## config.mk

```make
export PLATFORM = sky130hd
export DESIGN_NAME = axi_multi_bridge
export DESIGN_NICKNAME = d
export VERILOG_FILES = /design/src/rtl/axi_multi_bridge.sv
export SDC_FILE = /design/constraint.sdc
export NUM_CORES = 1
export LEC_CHECK = 0
export ABC_CLOCK_PERIOD_IN_PS = 4100
export BUFFER_PORTS_ARGS = -buffer_cell sky130_fd_sc_hd__buf_4
export CAP_MARGIN = 20
export CORE_ASPECT_RATIO = 1.1
export CORE_MARGIN = 3
export CORE_UTILIZATION = 25
export DETAILED_ROUTE_END_ITERATION = 8
export GPL_ROUTABILITY_DRIVEN = 0
export PLACE_DENSITY = 0.54
export SYNTH_ARGS = -nofsm -noshare
export SYNTH_HDL_FRONTEND = slang
export SYNTH_SLANG_ARGS = --single-unit
export TNS_END_PERCENT = 100
```

## constraint.sdc

```tcl
create_clock -name aclk -period 4.1 [get_ports aclk]
set_clock_uncertainty 0.15 [all_clocks]
set_input_delay 0.41 -clock aclk [delete_from_list [all_inputs] [get_ports aclk]]
set_output_delay 0.41 -clock aclk [all_outputs]
set_load 0.02 [all_outputs]
```

## src/rtl/axi_multi_bridge.sv

```systemverilog
// rtl/axi_multi_bridge.sv - N-port cache read arbiter plus single-entry write buffer onto one AXI3 master.
// Optional AXI_RR_ARB_EN selects round-robin read arbitration instead of fixed priority.
module axi_multi_bridge #(
  parameter int NUM_RD     = 2,
  parameter int LINE_WORDS = 4,
  parameter int ID_W       = 4
) (
  input  logic                    aclk,
  input  logic                    aresetn,
  input  logic [NUM_RD-1:0]       rd_req,
  input  logic [3*NUM_RD-1:0]     rd_type,
  input  logic [32*NUM_RD-1:0]    rd_addr,
  output logic [NUM_RD-1:0]       rd_rdy,
  output logic [NUM_RD-1:0]       ret_valid,
  output logic                    ret_last,
  output logic [31:0]             ret_data,
  input  logic                    wr_req,
  input  logic [2:0]              wr_type,
  input  logic [31:0]             wr_addr,
  input  logic [3:0]              wr_wstrb,
  input  logic [32*LINE_WORDS-1:0] wr_data,
  output logic                    wr_rdy,
  output logic                    write_buffer_empty,
  output logic [ID_W-1:0]         arid,
  output logic [31:0]             araddr,
  output logic [7:0]              arlen,
  output logic [2:0]              arsize,
  output logic [1:0]              arburst,
  output logic [1:0]              arlock,
  output logic [3:0]              arcache,
  output logic [2:0]              arprot,
  output logic                    arvalid,
  input  logic                    arready,
  input  logic [ID_W-1:0]         rid,
  input  logic [31:0]             rdata,
  input  logic [1:0]              rresp,
  input  logic                    rlast,
  input  logic                    rvalid,
  output logic                    rready,
  output logic [ID_W-1:0]         awid,
  output logic [31:0]             awaddr,
  output logic [7:0]              awlen,
  output logic [2:0]              awsize,
  output logic [1:0]              awburst,
  output logic [1:0]              awlock,
  output logic [3:0]              awcache,
  output logic [2:0]              awprot,
  output logic                    awvalid,
  input  logic                    awready,
  output logic [ID_W-1:0]         wid,
  output logic [31:0]             wdata,
  output logic [3:0]              wstrb,
  output logic                    wlast,
  output logic                    wvalid,
  input  logic                    wready,
  input  logic [ID_W-1:0]         bid,
  input  logic [1:0]              bresp,
  input  logic                    bvalid,
  output logic                    bready
);

  localparam int OFF   = $clog2(4 * LINE_WORDS);
  localparam int IDX_W = (NUM_RD > 1) ? $clog2(NUM_RD) : 1;
  localparam int CNT_W = $clog2(LINE_WORDS);
  localparam logic [7:0] LINE_LEN = 8'(LINE_WORDS - 1);

  typedef enum logic [1:0] {R_IDLE, R_AR, R_DATA} r_state_t;
  typedef enum logic [1:0] {W_IDLE, W_ADDR, W_DATA, W_RESP} w_state_t;

  r_state_t r_state, r_next;
  w_state_t w_state, w_next;

  logic [31:0]      r_addr;
  logic [2:0]       r_type;
  logic [IDX_W-1:0] r_id;

  logic [31:0]      w_addr;
  logic [2:0]       w_type;
  logic [3:0]       w_strb;
  logic [31:0]      w_buf [LINE_WORDS];
  logic [CNT_W-1:0] w_cnt;
  logic             w_done;
  logic             last_beat;

  logic [NUM_RD-1:0] cand;
  logic              found;
  logic [IDX_W-1:0]  win;

  logic unused_inputs;
  assign unused_inputs = ^{rid, rresp, bid, bresp};

  // A read is held off only while its line sits in the write buffer.
  always_comb begin
    for (int i = 0; i < NUM_RD; i++)
      cand[i] = rd_req[i] && !((w_state != W_IDLE) &&
                (rd_addr[32*i+OFF +: 32-OFF] == w_addr[31:OFF]));
  end

`ifdef AXI_RR_ARB_EN
  logic [IDX_W-1:0] rr_ptr;

  always_comb begin
    int idx;
    found = 1'b0;
    win   = '0;
    for (int k = NUM_RD - 1; k >= 0; k--) begin
      idx = (int'(rr_ptr) + k) % NUM_RD;
      if (cand[idx]) begin
        found = 1'b1;
        win   = IDX_W'(idx);
      end
    end
  end

  always_ff @(posedge aclk or negedge aresetn) begin
    if (!aresetn)
      rr_ptr <= '0;
    else if (r_state == R_IDLE && found)
      rr_ptr <= (int'(win) == NUM_RD - 1) ? '0 : win + 1'b1;
  end
`else
  always_comb begin
    found = 1'b0;
    win   = '0;
    for (int i = NUM_RD - 1; i >= 0; i--) begin
      if (cand[i]) begin
        found = 1'b1;
        win   = IDX_W'(i);
      end
    end
  end
`endif

  always_comb begin
    r_next    = r_state;
    rd_rdy    = '0;
    arvalid   = 1'b0;
    rready    = 1'b0;
    ret_valid = '0;
    ret_last  = 1'b0;
    ret_data  = '0;
    case (r_state)
      R_IDLE: if (found) begin
        rd_rdy[win] = 1'b1;
        r_next      = R_AR;
      end
      R_AR: begin
        arvalid = 1'b1;
        if (arready) r_next = R_DATA;
      end
      R_DATA: begin
        rready = 1'b1;
        if (rvalid) begin
          ret_valid[r_id] = 1'b1;
          ret_data        = rdata;
          ret_last        = rlast;
          if (rlast) r_next = R_IDLE;
        end
      end
      default: r_next = R_IDLE;
    endcase
  end

  always_ff @(posedge aclk or negedge aresetn) begin
    if (!aresetn) begin
      r_state <= R_IDLE;
      r_addr  <= '0;
      r_type  <= '0;
      r_id    <= '0;
    end else begin
      r_state <= r_next;
      if (r_state == R_IDLE && found) begin
        r_addr <= rd_addr[32*win +: 32];
        r_type <= rd_type[3*win +: 3];
        r_id   <= win;
      end
    end
  end

  assign arid    = ID_W'(r_id);
  assign araddr  = r_addr;
  assign arlen   = r_type[2] ? LINE_LEN : 8'd0;
  assign arsize  = r_type[2] ? 3'd2 : {1'b0, r_type[1:0]};
  assign arburst = 2'b01;
  assign arlock  = 2'b00;
  assign arcache = 4'b0000;
  assign arprot  = 3'b000;

  assign last_beat = w_type[2] ? (w_cnt == CNT_W'(LINE_WORDS - 1)) : 1'b1;

  // W beats may run ahead of the AW handshake; w_done remembers a finished burst.
  always_comb begin
    w_next  = w_state;
    wr_rdy  = (w_state == W_IDLE) && wr_req;
    awvalid = (w_state == W_ADDR);
    wvalid  = ((w_state == W_ADDR) || (w_state == W_DATA)) && !w_done;
    bready  = (w_state == W_RESP);
    case (w_state)
      W_IDLE: if (wr_req) w_next = W_ADDR;
      W_ADDR: if (awready)
        w_next = (w_done || (wvalid && wready && last_beat)) ? W_RESP : W_DATA;
      W_DATA: if (wready && last_beat) w_next = W_RESP;
      W_RESP: if (bvalid) w_next = W_IDLE;
      default: w_next = W_IDLE;
    endcase
  end

  always_ff @(posedge aclk or negedge aresetn) begin
    if (!aresetn) begin
      w_state <= W_IDLE;
      w_addr  <= '0;
      w_type  <= '0;
      w_strb  <= '0;
      w_cnt   <= '0;
      w_done  <= 1'b0;
      for (int i = 0; i < LINE_WORDS; i++) w_buf[i] <= '0;
    end else begin
      w_state <= w_next;
      if (wr_rdy) begin
        w_addr <= wr_addr;
        w_type <= wr_type;
        w_strb <= wr_wstrb;
        w_cnt  <= '0;
        w_done <= 1'b0;
        for (int i = 0; i < LINE_WORDS; i++) w_buf[i] <= wr_data[32*i +: 32];
      end else if (wvalid && wready) begin
        if (last_beat) w_done <= 1'b1;
        else           w_cnt  <= w_cnt + 1'b1;
      end
    end
  end

  assign write_buffer_empty = (w_state == W_IDLE);
  assign awid    = '0;
  assign wid     = '0;
  assign awaddr  = w_addr;
  assign awlen   = w_type[2] ? LINE_LEN : 8'd0;
  assign awsize  = w_type[2] ? 3'd2 : {1'b0, w_type[1:0]};
  assign awburst = 2'b01;
  assign awlock  = 2'b00;
  assign awcache = 4'b0000;
  assign awprot  = 3'b000;
  assign wdata   = w_buf[w_cnt];
  assign wstrb   = w_type[2] ? 4'hf : w_strb;
  assign wlast   = wvalid && last_beat;

endmodule

```

Yosys cells after proc, flatten, opt, wreduce, memory -nomap -nowiden
Index checks and enable logic that the tools add are counted.
{"block": "word_totals", "regBits": 210, "in_bits": 292, "out_inout_bits": 201, "elab_cells": 111}
{"block": "classes", "n_addsub": 1, "mul": 1, "magnitude_cmp": 5, "eq_ne": 17, "shifts": 2, "n_mux": 43, "bitwise": 1, "reduce_logical": 27}
{"cell": "two-way mux 32 bit", "n": 4}
{"cell": "binary-select mux 32 bit (select 2 bit)", "n": 1}
{"cell": "indexed part select 64 x 7 -> 32 bit", "n": 1}
{"cell": "== test 28 bit", "n": 2}
{"cell": "two-way mux 2 bit", "n": 19}
{"cell": "two-way mux 1 bit", "n": 14}
{"cell": "!= test 2 bit (second input constant)", "n": 7}
{"cell": "logical AND 1 bit", "n": 13}
{"cell": "== test 2 bit (second input constant)", "n": 4}
{"cell": "case mux 2 bit (4 select lines)", "n": 1}
{"cell": "AND reduction 4 bit", "n": 2}
{"cell": "case mux 2 bit (3 select lines)", "n": 1}
{"cell": "nonzero test 2 bit", "n": 3}
{"cell": "indexed part select 6 x 4 -> 3 bit", "n": 1}
{"cell": "== test 2 x 1 -> 1 bit (second input constant)", "n": 2}
{"cell": "logical NOT 2 bit", "n": 2}
{"cell": "less-than comparator 1 x 2 -> 1 bit (second input constant)", "n": 2}
{"cell": "two-way mux 4 bit", "n": 1}
{"cell": "!= test 2 x 1 -> 1 bit (second input constant)", "n": 2}
{"cell": "AND reduction 2 bit", "n": 2}
{"cell": ">= comparator 3 bit (second input constant)", "n": 1}
{"cell": "logical NOT 1 bit", "n": 3}
{"cell": "multiplier 2 x 1 -> 3 bit (first input constant)", "n": 1}
{"cell": "inverter 2 -> 3 bit", "n": 1}
{"cell": "4 further kinds", "n": 7}

Longest topological paths before layout
{"block": "logic_depth", "word_depth": 12, "mapped_depth": 10, "ltp_nobuf": 8}

Worst setup path before layout
No wires, ideal clock.
{"block": "synth_timing", "path_type": "register to register", "start": "register w_state[0]", "end": "register w_buf[108] (netlist bit)", "setup_time_ps": 125, "arrival_time_ps": 2338, "required_time_ps": 3825, "setup_slack_ps": 1487, "stages_incl_launch_ff": 8, "path_buffers": 3, "period_less_slack_ps": 2613, "path_cell_list": "dfrtp_1 > inv_1 > ha_1 > and2_1 > clkbuf_1 > clkbuf_1 > clkbuf_1 > mux2_2"}
{"block": "synth_between", "elab_chain_cells": 2}
{"item": "start, declared", "line_no": "71", "text": "w_state_t w_state, w_next;"}
{"item": "start signal, assigned", "line_no": "218", "text": "w_state <= w_next;"}
{"item": "logical NOT 2 bit"}
{"item": "net write_buffer_empty", "line_no": "23", "text": "output logic write_buffer_empty,"}
{"item": "logical AND 1 bit", "line_no": "194", "text": "wr_rdy = (w_state == W_IDLE) && wr_req;"}
{"item": "net wr_rdy", "line_no": "22", "text": "output logic wr_rdy,"}
{"item": "end, declared", "line_no": "80", "text": "logic [31:0] w_buf [LINE_WORDS];"}
The timed path passes the listed nets, and every way through them passes these cells.
A chain may end at the register's enable or synchronous reset.

Worst setup path in the final report
{"block": "layout_timing", "start": "input port rd_addr[40]", "end": "register r_addr[9] (netlist: araddr[9])"}
{"block": "layout_between", "elab_chain_cells": 7, "word_cells_on_any_way": 9, "cone_classes": "eq/ne (1); shift (1); mux (3); reduce/logical (4)"}
{"item": "start, declared", "line_no": "12", "text": "input logic [32*NUM_RD-1:0] rd_addr,"}
{"item": "== test 28 bit *", "line_no": "96", "text": "(rd_addr[32*i+OFF +: 32-OFF] == w_addr[31:OFF]));"}
{"item": "logical AND 1 bit *", "line_no": "95", "text": "cand[i] = rd_req[i] && !((w_state != W_IDLE) &&"}
{"item": "logical NOT 1 bit *", "line_no": "95"}
{"item": "logical AND 1 bit *", "line_no": "95"}
{"item": "two-way mux 1 bit *", "line_no": "126", "text": "if (cand[i]) begin"}
{"item": "two-way mux 1 bit", "line_no": "126"}
{"item": "indexed part select 64 x 7 -> 32 bit / logical AND 1 bit (equally long branches)", "line_no": "173, 172"}
{"item": "end signal, assigned", "line_no": "173", "text": "r_addr <= rd_addr[32*win +: 32];"}
{"item": "end, declared", "line_no": "73", "text": "logic [31:0] r_addr;"}
Every way passes the cells marked *; elsewhere a longest branch is shown, timed or not.

==> results.md <==
- Share of flip-flops with an asynchronous set or reset: 1.00
- Initial antenna violation count: 3
- VDD IR max: 0.383 mV
- CTS Buffer Depth: 3
- Via count: 8969
- Setup_tns: 0 ns
- Clock power frac: 0.191
- Post-layout minimum cycle time: 3.71 ns
- Crit share post-route: 0.905
- Core area: 40600 sq um
- Cts hold-fix bufs: 236
- Post-DP Area: 14100 sq um
- Critical Path RT: 4.42 ns
- Antenna viol nets, final: 0
- Yosys reg bits: 210
- Worst-path fanout max: 22
- Power density over cell area: 705 nW/um^2
- CTS root buffer: clkbuf_16
- Total met3 wirelength after detailed routing: 3270 um
- Uppermost layer routed: met5
- CTS clk-pin slew, worst paths: 0.06 ns
- Sw power: 0.00452 W
- Area Growth Syn to Fin: 66.9%
- Ys flop type: dfrtp_1
- Setup crit start kind: input port
- HP Class: in2reg
- H-tree depth: 1
- Sink Count: 210
- Max Fclk: 0.270 GHz
- Effective utilization at floorplan: 0.256
- CP endpoint kind: register
- Setup Crit Path Kind: in2reg
- Max-cap violations: 0
- WL met1: 14600 um
- Number of standard cells after synthesis: 811
- Mapped cell area: 10400 sq um
- I/O pin count: 493
- Num CTS Buffers: 26
- Met2 wire length: 19800 um
- Antenna diodes: 0
- Final hold viol count: 0
- CTS tree: yes
- Commonest non-fill, non-tap cell in the layout: buf_4
- Yosys warns: 0
- Worst path arrival time: 4.03 ns
- Die Ht: 220 um
- Per-cell routed wire length: 19.0 um
- Most frequent cells in the layout: buf_4 (448), dlygate4sd3_1 (236), dfrtp_1 (208)
- Final layout net count: 1772
- DP HPWL: 28400 um
- Die area: 44000 sq um
- Area share of the largest cell type after synthesis: 0.506
- Sequential fraction of the synthesis area: 0.506
- Chip Width: 200 um
- Total GRT Usage: 0.170
- Largest net degree at the start of global routing: 82
- Switching share of power: 0.371
- Worst-skew pair later-pin latency: 0.54 ns
- Port bufs: 433
- DR vias/cell: 4.38
- Design Area, Final: 17300 sq um
- Ranking of synthesized cells by area: dfrtp_1 (51%), mux2_2 (18%), mux4_2 (6.9%), inv_1 (4.0%), buf_4 (3.8%)
- Pre-antenna DRT Iters: 7
- Power Internal: 0.00768 W
- Gates resized, CTS repair: 0
- First-pass GRT wire length: 58800 um
- Leading area contributor after synthesis: dfrtp_1
- Vias in the first global route: 9796
- RSZ-0062 raised after global routing: no
- Final setup fails: 0
- Sequential Power Share: 0.319
- Residual DRC: 0
- EDFF count, synth: 0
- Global route overflow: 0
- Share of layout cells above drive strength 1: 0.471
- Pwr Total: 0.0122 W
- Syn Area/Cell: 12.8 sq um
- Slew headroom: 0.428
- Slew Viols, Final: 0
- Least-Margin Pin Slew: 0.859 ns
- Setup bufs post-CTS: 0
- Leak: 8.23 nW
- Logic pwr share: 0.490
- Status: finished, final reports clean
- Rows: 77
- Routed wire length: 38900 um
- Iter 0 DRT Violations: 384
- Distinct cells, synth: 39
==> sequential cells by signal, summed over array words and instances (netlist names) <==
register / cells
w_state: 2
r_type: 3
w_done: 1
w_buf: 128
w_type: 3
w_cnt: 2
araddr: 32
r_state: 2
w_strb: 4
r_id: 1
awaddr: 32
==> cells in the mapped netlist (2+ instances only) <==
cell type  number
buf_6           2
conb_1          2
nor2b_1         4
inv_1         111
clkbuf_1       35
buf_4          52
nand2_1         6
xor2_1         18
and3_1         35
mux4_2         32
o31ai_1         2
mux2_2        168
xnor2_1        39
dfrtp_1       210
buf_1           3
a222oi_1       35
nand4_1        10
buf_2           4
nor2_1          9
or2_2           5
ha_1            5
nor4_1          6
and2_1          2
==> metal layers <==
| metal | global-route usage | vias up |
|---|---|---|
| met5 | 0 | - |
| met4 | 0.0525 | 2 |
| met3 | 0.0504 | 63 |
| met2 | 0.308 | 391 |
| met1 | 0.195 | 4443 |
| li1 | - | 4070 |
==> worst max-delay path, cell delays in order <==
cell	delay (ns)
dlygate4sd3_1	0.54
buf_4	0.15
xor2_1	0.18
nor4_1	0.46
nand4_1	0.15
or4_4	0.59
and4b_1	0.36
buf_4	0.29
a222oi_1	0.24
dlygate4sd3_1	0.62
==> logic make-up after synthesis <==
group           share of synthesized area
simple gates                       0.0468
compound gates                     0.0423
mux                                 0.253
xor+xnor                           0.0481
fa+ha+maj                         0.00603
other cells                      0.000724
buf+inv                            0.0970
flops                               0.506
==> layout make-up <==
class | count | area [sq um]
fillers | 3781 | 23200
clock buffers | 39 | 771
inverters | 111 | 417
repair buffers | 688 | 5800
well taps | 553 | 692
multi-input cells | 438 | 4290
clock inverters | 8 | 90.1
flip-flops and latches | 210 | 5260
==> metrics by stage <==
stage                     utilization  hold slack, ns  setup slack (ns)  std cells
after floorplan                     -         -0.0356              1.49        856
after CTS                       0.427         0.00201             0.407       2047
final                           0.427          0.0310             0.391       2047
after detailed placement        0.348           0.248             0.938       1764
after global routing            0.427          0.0156             0.288       2047
after global placement          0.348           0.249             0.956       1764
==> power by group through the flow <==
stage          logic, W  clock network [W]  registers [W]
2_1_floorplan   0.00315                  0        0.00402
3_3_place_gp    0.00553                  0        0.00390
3_5_place_dp    0.00559                  0        0.00393
4_1_cts         0.00604            0.00242        0.00390
5_1_grt         0.00639            0.00252        0.00404
6_report        0.00598            0.00234        0.00389
==> final timing paths <==
kind	start	end	slack, ns	depth (start not counted)
min	rd_addr[7]	araddr[7]	0.03	3
min reg2reg	w_buf[35]	w_buf[35]	0.35	1
max	rd_addr[40]	araddr[9]	0.39	10
max reg2reg	awaddr[8]	araddr[9]	0.48	8
max in group asynchronous	aresetn	r_type[0]	2.61	3
min in group asynchronous	aresetn	w_buf[47]	0.26	2
Power figures use the tool's default switching activity.
